## config.mk

```make
export PLATFORM = sky130hd
export DESIGN_NAME = dice_controller
export DESIGN_NICKNAME = d
export VERILOG_FILES = /design/src/rtl/dice_controller.sv
export SDC_FILE = /design/constraint.sdc
export NUM_CORES = 1
export LEC_CHECK = 0
export ABC_CLOCK_PERIOD_IN_PS = 5700
export CORE_UTILIZATION = 50
export CTS_BUF_LIST = sky130_fd_sc_hd__clkbuf_4 sky130_fd_sc_hd__clkbuf_8 sky130_fd_sc_hd__clkbuf_16
export CTS_CLUSTER_DIAMETER = 150
export DETAILED_ROUTE_END_ITERATION = 7
export PLACE_DENSITY = 0.72
export SYNTH_ARGS = -nofsm -noshare
export SYNTH_HDL_FRONTEND = slang
export SYNTH_SLANG_ARGS = --single-unit
```

## constraint.sdc

```tcl
create_clock -name clk -period 5.7 [get_ports clk]
set_input_delay 0.57 -clock clk [delete_from_list [all_inputs] [get_ports clk]]
set_output_delay 0.57 -clock clk [all_outputs]
set_load 0.03 [all_outputs]
```

## src/rtl/dice_controller.sv

```systemverilog
// Turn/dice stage: LFSR-driven 1..3 roll with frame-timed animation and display,
// one move command per turn, turn tracking via the player's is_moving flag.
module dice_controller #(
  parameter int unsigned ROLL_FRAMES = 30,
  parameter int unsigned SHOW_FRAMES = 20,
  parameter int unsigned ACK_TIMEOUT = 4,
  parameter int unsigned LAST_TILE   = 9,
  parameter logic [15:0] LFSR_SEED   = 16'hACE1
) (
  input  logic       clk,
  input  logic       rst,
  input  logic       frame_tick,
  input  logic       roll_btn,
  input  logic       is_moving,
  input  logic [3:0] current_tile,
  output logic       move_1,
  output logic       move_2,
  output logic       move_3,
  output logic [1:0] dice_value,
  output logic       dice_rolling,
  output logic       turn_done,
  output logic       game_over,
  output logic [7:0] turn_count
);

  typedef enum logic [2:0] {
    S_IDLE,
    S_ROLLING,
    S_SHOW,
    S_ISSUE,
    S_WAIT_DONE,
    S_GAME_OVER
  } state_t;

  localparam logic [5:0] ROLL_LAST   = 6'(ROLL_FRAMES - 1);
  localparam logic [5:0] SHOW_LAST   = 6'(SHOW_FRAMES - 1);
  localparam logic [5:0] ACK_LAST    = 6'(ACK_TIMEOUT - 1);
  localparam logic [3:0] LAST_TILE_L = 4'(LAST_TILE);

  state_t      state_q, state_d;
  logic [15:0] lfsr_q, lfsr_d;
  logic        btn_q, btn_d;
  logic [5:0]  cnt_q, cnt_d;
  logic [1:0]  result_q, result_d;
  logic [1:0]  dice_value_q, dice_value_d;
  logic        dice_rolling_q, dice_rolling_d;
  logic [2:0]  move_q, move_d;
  logic        turn_done_q, turn_done_d;
  logic        game_over_q, game_over_d;
  logic [7:0]  turn_count_q, turn_count_d;

  logic [1:0]  draw;
  logic [1:0]  face;
  logic        roll_edge;
  logic        at_last;

  // Two-stage redraw keeps the face distribution close to uniform over 1..3.
  always_comb begin
    draw = lfsr_q[1:0];
    if (draw == 2'd3) draw = lfsr_q[3:2];
    if (draw == 2'd3) draw = 2'd0;
    face = draw + 2'd1;
  end

  assign roll_edge = roll_btn & ~btn_q;
  assign at_last   = (current_tile >= LAST_TILE_L);

  always_comb begin
    state_d      = state_q;
    lfsr_d       = {1'b0, lfsr_q[15:1]} ^ (lfsr_q[0] ? 16'hB400 : 16'h0000);
    btn_d        = roll_btn;
    cnt_d        = cnt_q;
    result_d     = result_q;
    dice_value_d = dice_value_q;
    move_d       = move_q;
    turn_done_d  = 1'b0;
    turn_count_d = turn_count_q;

    case (state_q)
      S_IDLE: begin
        if (roll_edge && !is_moving && !game_over_q) begin
          state_d      = S_ROLLING;
          cnt_d        = '0;
          dice_value_d = 2'd1;
        end
      end
      S_ROLLING: begin
        if (frame_tick) begin
          if (cnt_q == ROLL_LAST) begin
            result_d     = face;
            dice_value_d = face;
            cnt_d        = '0;
            state_d      = S_SHOW;
          end else begin
            cnt_d        = cnt_q + 6'd1;
            dice_value_d = (dice_value_q == 2'd3) ? 2'd1 : dice_value_q + 2'd1;
          end
        end
      end
      S_SHOW: begin
        if (frame_tick) begin
          if (cnt_q == SHOW_LAST) begin
            cnt_d   = '0;
            state_d = S_ISSUE;
          end else begin
            cnt_d = cnt_q + 6'd1;
          end
        end
      end
      S_ISSUE: begin
        // No move is asserted only on the entry cycle: every exit clears move_q.
        if (move_q == '0) begin
          if (at_last) begin
            state_d = S_GAME_OVER;
          end else begin
            move_d = 3'b001 << (result_q - 2'd1);
            if (frame_tick) cnt_d = cnt_q + 6'd1;
          end
        end else if (is_moving) begin
          move_d  = '0;
          state_d = S_WAIT_DONE;
        end else if (frame_tick) begin
          if (cnt_q == ACK_LAST) begin
            move_d  = '0;
            cnt_d   = '0;
            state_d = S_IDLE;
          end else begin
            cnt_d = cnt_q + 6'd1;
          end
        end
      end
      S_WAIT_DONE: begin
        if (!is_moving) begin
          turn_done_d = 1'b1;
          if (turn_count_q != 8'hFF) turn_count_d = turn_count_q + 8'd1;
          state_d = at_last ? S_GAME_OVER : S_IDLE;
        end
      end
      S_GAME_OVER: begin
        move_d = '0;
      end
      default: state_d = S_IDLE;
    endcase

    dice_rolling_d = (state_d == S_ROLLING);
    game_over_d    = (state_d == S_GAME_OVER);
  end

  always_ff @(posedge clk or posedge rst) begin
    if (rst) begin
      state_q        <= S_IDLE;
      lfsr_q         <= LFSR_SEED;
      btn_q          <= 1'b0;
      cnt_q          <= '0;
      result_q       <= '0;
      dice_value_q   <= '0;
      dice_rolling_q <= 1'b0;
      move_q         <= '0;
      turn_done_q    <= 1'b0;
      game_over_q    <= 1'b0;
      turn_count_q   <= '0;
    end else begin
      state_q        <= state_d;
      lfsr_q         <= lfsr_d;
      btn_q          <= btn_d;
      cnt_q          <= cnt_d;
      result_q       <= result_d;
      dice_value_q   <= dice_value_d;
      dice_rolling_q <= dice_rolling_d;
      move_q         <= move_d;
      turn_done_q    <= turn_done_d;
      game_over_q    <= game_over_d;
      turn_count_q   <= turn_count_d;
    end
  end

  assign move_1       = move_q[0];
  assign move_2       = move_q[1];
  assign move_3       = move_q[2];
  assign dice_value   = dice_value_q;
  assign dice_rolling = dice_rolling_q;
  assign turn_done    = turn_done_q;
  assign game_over    = game_over_q;
  assign turn_count   = turn_count_q;

endmodule

```

# [Yosys cells after proc, flatten, opt, wreduce, memory -nomap -nowiden]
# Index checks and enable logic that the tools add are counted.
[classes] add_sub_neg=5 order_cmp=1 n_eq_ne=22 shift=1 n_mux=41 bitwise=4 reduce_logical=14
[ops] op="6-bit two-way mux" n=11
[ops] op="3-bit two-way mux" n=17
[ops] op="6-bit one-hot mux with 4 select lines" n=1
[ops] op="3-bit one-hot mux with 6 select lines" n=1
[ops] op="16-bit two-way mux" n=1
[ops] op="15-bit by 16-bit bitwise XOR with 16-bit output" n=1
[ops] op="6-bit by 5-bit equality test with 1-bit output, second input constant" n=2
[ops] op="2-bit two-way mux" n=6
[ops] op="3-bit equality test, second input constant" n=3
[ops] op="3-bit AND reduction" n=3
[ops] op="8-bit by 1-bit adder with 8-bit output, second input constant" n=1
[ops] op="2-bit != test, second input constant" n=4
[ops] op="4-bit != test, second input constant" n=2
[ops] op="8-bit != test, second input constant" n=1
[ops] op="7-bit AND reduction" n=1
[ops] op="6-bit by 1-bit adder with 6-bit output, second input constant" n=1
[ops] op="2-bit equality test, second input constant" n=3
[ops] op="3-bit by 1-bit equality test with 1-bit output, second input constant" n=2
[ops] op="3-bit by 2-bit equality test with 1-bit output, second input constant" n=2
[ops] op="6-bit by 2-bit equality test with 1-bit output, second input constant" n=1
[ops] op="3-bit zero test" n=2
[ops] op="3-bit != test, second input constant" n=2
[ops] op="3-bit one-hot mux with 2 select lines" n=1
[ops] op="2-bit by 1-bit adder with 2-bit output, second input constant" n=2
[ops] op="other kinds (12)" n=17
[totals] reg_bits=44 inputBits=9 out_inout_bits=16 word_cells=99

# [Longest topological paths before layout]
# Gate-level depths: netlist of run 1.
[depth] word_depth=8 depth_mapped=6 ltp_nobuf=6

# [Least setup slack after synthesis of run 1]
# OpenSTA, ideal clock, no wires.
[synth_timing] path_kind="input to register" from="input port is_moving" to="register cnt_q[4]" setup_ns=0.126 arrival_time_ns=1.841 required_time_ns=5.574 setup_slack_ns=3.733 cell_stages=4 path_buffers=0 path_cell_list="or4b_4 > nor4_4 > o22ai_2 > a221o_1"
[synth_between] elab_chain_len=5
[synth_lines] element="from (decl)" line="14" text="input logic is_moving,"
[synth_lines] element="1-bit zero test"
[synth_lines] element="1-bit logical AND (2 in a row)" line="81" text="if (roll_edge && !is_moving && !game_over_q) begin"
[synth_lines] element="2-bit != test (no line)"
[synth_lines] element="7-bit AND reduction (no line) *"
[synth_lines] element="to (signal assigned)" line="166" text="cnt_q <= cnt_d;"
[synth_lines] element="to (decl)" line="43" text="logic [5:0] cnt_q, cnt_d;"
# Mark *: on every way between the ends. The rest lies on a longest branch, timed or not.
# A chain may end at the register's enable or synchronous reset.

# [Final worst setup path of run 1]
[layout_timing] from="input port is_moving" to="register cnt_q[1]"
# Same word-level chain as after synthesis.

==> reports/qor.yml, run 1 <==
route:
  vias: 1378
  firstDrtPassIters: 4
  routed_via_density: 5.58
  drc: 0
  antenna_left: 0
  wl_per_cell_um: 14.7
  drtIter0Drc: 71
  routed_wl_mm: 3.64
timing:
  timing.hold.ws_ns: 0.353
  fin_crit_sh_pct: 41.5
  fin_ws_ns: 3.33
  period_needed_ns: 2.37
  worst_pin_slew_ns: 0.654
  slew_headroom_pct: 56.2
  hold_viol: 0
  clock.fmax_mhz: 422
  rsz0062_at_grt: "false"
  finalMaxSlewViolations: 0
  fin_tns_setup_ns: 0
  finalSetupViolCount: 0
  skew_ns: 0.00633
yosys:
  synth_cell_types: 48
  synth_top_area_cell: "dfrtp_1"
  synth-edff-count: 0
  yosysWarnings: 0
  synthTopCellsByArea: "dfrtp_1 45%, dfstp_2 11%, ha_1 3.1%"
  avgSynthCellArea_um2: 11.9
  ys.flop_type: "dfrtp_1"
  async_flop_share_pct: 100
  yosysSeqAreaShare_pct: 55.7
  synth.net_count: 182
  netlist_area_um2: 1990
  synth_cells: 168
  ys_ff_latch: 44
  yosysTopAreaCellShare_pct: 45.2
clock_network:
  cts_resized: 0
  cts_hold_buf: 0
  ctsRootBufferMaster: "clkbuf_8"
  path_clk_slew_ns: 0.08
  htreeDepth: 2
  clock_sinks: 44
  cts_tree: "built"
  cts_buffers: 5
  clk_latency_ns: 0.29
  postCtsSetupBuffers: 0
  cts_buffer_depth: 2
setup_path:
  path_cells: "clkdlybuf4s50_1 -> or4b_4 -> nor4_4 -> o22ai_2 -> or3_1 -> o21ai_0"
  end_kind: "flip-flop"
  required_ns: 5.90
  crit_buf_inv: 1
  cp-start-kind: "input port"
  crit_arrival_ns: 2.57
  crit_slowest_cell: "or4b_4"
  critical_path_class: "in2reg"
  cp_max_fo: 5
  critPathMaxStageDelay_ns: 0.59
  crit_family: "simple AND/OR/NAND/NOR gates"
place:
  place_area_um2: 2290
  post-dp-hpwl_mm: 2.61
  dp_slack_ns: 3.03
  port-buffer-count: 24
  globalplace.congestion: 0.934
grt:
  grt_max_degree: 45
  grt_pass1_wl_mm: 6.14
  grtUsageTotal_pct: 19.5
  grt-ovfl-total: 0
  antenna_found_initial: 0
  grt_pass1_vias: 1294
floorplanning:
  io-pin-count: 25
  rows: 22
  core_area_um2: 3740
  die_h_um: 65.1
  die_area_um2: 4240
  start_util_pct: 53.2
  die_w_um: 65.1
cells_and_area:
  nets: 212
  drive_gt1_share_pct: 14.1
  area_growth_pct: 19.9
  design_area_um2: 2390
  mostFrequentLayoutCells: "36 x dfrtp_1, 24 x clkdlybuf4s50_1, 13 x nand2_1"
  layout_commonest_cell: "dfrtp_1"
  antenna_cells: 0
  final_util_pct: 63.8
worst_hold_path:
  hp-class: "reg2reg"
job:
  cap_violations: 0
power:
  power.density_nw_per_um2: 387
  leakagePower_nw: 1.06
  vdd_drop_max_uv: 246
status:
  outcome: "completed"
[worst paths after layout]
path,end,slack (ns),depth (start not counted),startpoint
max,cnt_q[1]$_DFFE_PP0P_,3.33,6,is_moving
min,lfsr_q[8]$_DFF_PP0_,0.35,0,lfsr_q[9]$_DFF_PP0_
max reg2reg,move_q[1]$_DFFE_PP0P_,3.43,6,cnt_q[0]$_DFFE_PP0P_
min reg2reg,lfsr_q[8]$_DFF_PP0_,0.35,0,lfsr_q[9]$_DFF_PP0_
max in group asynchronous,lfsr_q[6]$_DFF_PP1_,4.61,3,rst
min in group asynchronous,turn_count[5]$_DFFE_PP0P_,0.72,3,rst
[layout make-up]
type | instances | area, um^2
Timing Repair Buffer | 25 | 248
Inverter | 7 | 26.3
Fill cell | 310 | 1350
Clock inverter | 2 | 15.0
Tap cell | 48 | 60.1
Clock buffer | 6 | 82.6
Multi-Input combinational cell | 115 | 847
Sequential cell | 44 | 1110
[sequential cells by signal (all words and copies together) (netlist names), 2 cells and up]
name	cells
lfsr_q	16
cnt_q	6
result_q	2
move_q	3
dice_value	2
turn_count	8
state_q	3
[logic make-up (layout without fill, tap and decap cells)]
family                   Yosys count  after routing  synth area share (%)
XOR/XNOR                          10             10                  4.39
adder cells (fa/ha/maj)            5              5                  3.14
buffers and inverters              9             40                  1.76
multiplexers                       5              5                  2.70
AO/OA/AOI/OAI                     32             32                  12.1
flip-flops                        44             44                  55.7
AND/OR/NAND/NOR                   63             63                  20.2
[per-stage QoR]
stage          instances  power [mW]
2_1_floorplan        168       0.616
3_3_place_gp         239       0.715
3_5_place_dp         239       0.728
4_1_cts              247       0.933
5_1_grt              247       0.978
6_report             247       0.924
[synthesized netlist by cell type, types with 4 or more instances]
cell type	number
and2_1	4
dfrtp_1	36
dfstp_2	8
ha_1	5
inv_1	7
nand2_1	13
nand3_1	5
nand4_1	5
nor2_1	8
nor3b_1	4
o21ai_0	11
xnor2_1	4
xor2_1	6
[routing by layer]
layer  GRT usage (%)  wire length [um]  vias to the layer above
met3            4.86               153                        5
met1            27.1              1710                      671
met2            29.7              1740                       29
met4            7.34                39                        0
met5               0                 0                        -
li1                -                 -                      673
[power by group]
group,leakage [nW],switching [mW],internal [mW]
Combinational,0.456,0.166,0.137
Sequential,0.563,0.0618,0.359
Clock,0.0434,0.103,0.0980
Total,1.06,0.330,0.594
Note: power is estimated with default switching activity, not from simulation.
==> run 2, diff against run 1 <==
- ABC_CLOCK_PERIOD_IN_PS: 5700 -> 1900
- CORE_UTILIZATION: 50 -> 49
- PLACE_DENSITY: 0.72 -> 0.74
- clock period: 5.7 -> 1.9 ns (I/O delays scaled with it)
==> run 2 against run 1 <==
  * Clock power rose to 3.1 times the previous value
  * First-iteration DRC count increased by 11%
  * Final cell count up 5.3%
  * Final area up 5.6%
  * Total power grew to 3.1 times the previous value
  * Setup slack got worse by 3.2 ns
  * Clock skew fell by 0.0024 ns
  * Die area rose by 2.0%
  * Core utilization rose by 3.1 points
  * Combinational power grew to 3.5 times the previous value
  * Global-route usage increased by 2.7 points
==> reports/qor.yml, run 2 (same netlist as run 1, synthesis figures left out) <==
power:
  power.density_nw_per_um2: 1140  # was 387 nW/um^2
  vdd_drop_max_uv: 821  # was 246 uV
  p_total_mw: 2.88  # was 924 uW
  leakagePower_nw: 1.14  # was 1.06 nW
clock_network:
  clk_latency_ns: 0.29  # about the same
  clock_sinks: 44  # unchanged
  path_clk_slew_ns: 0.08  # about the same
  cts_buffers: 5  # unchanged
  cts_buffer_depth: 2  # unchanged
  htreeDepth: 2  # unchanged
  cts_tree: "built"  # unchanged
  postCtsSetupBuffers: 0  # unchanged
  ctsRootBufferMaster: "clkbuf_8"  # unchanged
route:
  wl_per_cell_um: 15.7  # was 14.7 um
  firstDrtPassIters: 5  # was 4
  antenna_left: 0  # unchanged
  drtIter0Drc: 79  # was 71
  vias: 1458  # was 1378
  routed_wl_mm: 4.07  # was 3.64 mm
  drc: 0  # unchanged
  routed_via_density: 5.61  # was 5.58
timing:
  finalSetupViolCount: 0  # unchanged
  finalMaxSlewViolations: 0  # unchanged
  skew_ns: 0.00396  # was 0.00633 ns
  fin_crit_sh_pct: 94.7
  slew_headroom_pct: 70.6  # was 56.2%
  hold_viol: 0  # unchanged
  timing.hold.ws_ns: 0.191  # was 0.353 ns
  fin_ws_ns: 0.0999  # was 3.33 ns
  clock.fmax_mhz: 556
  period_needed_ns: 1.80
  fin_tns_setup_ns: 0  # unchanged
  rsz0062_at_grt: "false"  # unchanged
  worst_pin_slew_ns: 0.441  # was 0.654 ns
floorplanning:
  die_h_um: 65.8  # was 65.1 um
  die_w_um: 65.8  # was 65.1 um
  rows: 22  # unchanged
  core_area_um2: 3770  # was 3740 um^2
  start_util_pct: 52.9  # was 53.2%
  io-pin-count: 25  # unchanged
  die_area_um2: 4330  # was 4240 um^2
cells_and_area:
  drive_gt1_share_pct: 21.2  # was 14.1%
  nets: 225  # was 212
  layout_commonest_cell: "dfrtp_1"  # unchanged
  fillers: 259  # was 310
  area_growth_pct: 26.6  # was 19.9%
  antenna_cells: 0  # unchanged
  final_util_pct: 66.9  # was 63.8%
  mostFrequentLayoutCells: "36 x dfrtp_1, 24 x clkdlybuf4s50_1, 13 x nand2_1, 13 x buf_4, 9 x o21ai_0"  # was 36 x dfrtp_1, 24 x clkdlybuf4s50_1, 13 x nand2_1
  final_cell_count_no_fill: 260  # was 247
  regMostFlops: "lfsr_q"  # unchanged
  largest_register_ffs: 16  # unchanged
  design_area_um2: 2520  # was 2390 um^2
setup_path:
  r2r_slack_ns: 0.1  # was 3.43 ns
  crit_slowest_cell: "or4b_4"  # unchanged
  r2r-start: "state_q[0]$_DFF_PP0_"  # was cnt_q[0]$_DFFE_PP0P_
  end_kind: "flip-flop"  # unchanged
  cp-start-kind: "flip-flop"  # was input port
  worst_r2r_path_depth: 4  # was 6
  reg2reg_to: "cnt_q[3]$_DFFE_PP0P_"  # was move_q[1]$_DFFE_PP0P_
  cp_max_fo: 5  # unchanged
  critPathMaxStageDelay_ns: 0.53  # was 0.59 ns
  path_cells: "or4b_4 -> nor4_4 -> o22ai_2 -> a221o_1"  # was clkdlybuf4s50_1 -> or4b_4 -> nor4_4 -> o22ai_2 -> or3_1 -> o21ai_0
  crit_buf_inv: 0  # was 1
  required_ns: 2.08  # was 5.90 ns
  crit_family: "simple AND/OR/NAND/NOR gates"  # unchanged
  crit_arrival_ns: 1.98  # was 2.57 ns
  critical_path_class: "reg2reg"  # was in2reg
place:
  port-buffer-count: 24  # unchanged
  post-dp-hpwl_mm: 3.08  # was 2.61 mm
  globalplace.congestion: 0.806  # was 0.934
  dp_slack_ns: -0.211  # was 3.03 ns
  place_area_um2: 2400  # was 2290 um^2
  dp.cells: 252  # was 239
job:
  cap_violations: 0  # unchanged
grt:
  grtUsageTotal_pct: 22.2  # was 19.5%
  grt_max_degree: 29  # was 45
  grt-ovfl-total: 0  # unchanged
  antenna_found_initial: 0  # unchanged
  grt_pass1_vias: 1561  # was 1294
  grt_pass1_wl_mm: 7.07  # was 6.14 mm
status:
  outcome: "completed"  # unchanged
worst_hold_path:
  hp-class: "in2async"  # was reg2reg
## run 2: worst reg2reg max path, stage by stage, from the launching register on
cell and delay [ns]:
dfrtp_1 0.41, or4b_4 0.53, nor4_4 0.21, o22ai_2 0.17
a221o_1 0.38
## run 2: layout make-up
class | count | area (um^2) | share of cell area, %
sequential | 44 | 1110 | 44.0
multi-input combinational | 115 | 871 | 34.5
timing repair buffer | 38 | 358 | 14.2
clock buffer | 7 | 90.1 | 3.57
tap | 48 | 60.1 | 2.38
inverter | 7 | 26.3 | 1.04
clock inverter | 1 | 7.51 | 0.297
## run 2: worst max path at each step
stage                     slack (ns)              endpoint  depth (start not counted)            startpoint
after detailed placement       -0.21  cnt_q[0]$_DFFE_PP0P_                          6             is_moving
after global placement         -0.16  cnt_q[0]$_DFFE_PP0P_                          6             is_moving
after global routing         0.00002  cnt_q[1]$_DFFE_PP0P_                          5  state_q[0]$_DFF_PP0_
after CTS                       0.02  cnt_q[3]$_DFFE_PP0P_                          6  cnt_q[1]$_DFFE_PP0P_
final                            0.1  cnt_q[3]$_DFFE_PP0P_                          4  state_q[0]$_DFF_PP0_
after floorplan                 0.04  cnt_q[4]$_DFFE_PP0P_                          4   game_over$_DFF_PP0_
## run 2: power breakdown
part,internal [mW],switching [mW],total (mW)
Clock,0.310,0.304,0.614
Combinational,0.484,0.564,1.05
Sequential,1.08,0.140,1.22
Total,1.87,1.01,2.88
## run 2: layer usage
| layer | part of all wire [%] | vias up | global-route usage (%) |
|---|---|---|---|
| met3 | 4.2 | 13 | 4.48 |
| met1 | 42 | 707 | 26.2 |
| met2 | 51 | 43 | 38.3 |
| li1 | - | 695 | - |
| met5 | 0 | - | 0 |
| met4 | 2.7 | 0 | 10.6 |
## run 2: timing repair
action / 4_1_cts / 5_1_grt
hold buffers: 0 / 0
resized for setup: 2 / 5
endpoints found under the hold margin: 0 / 0
setup endpoints to repair: 8 / 7
pin swaps: 0 / 2
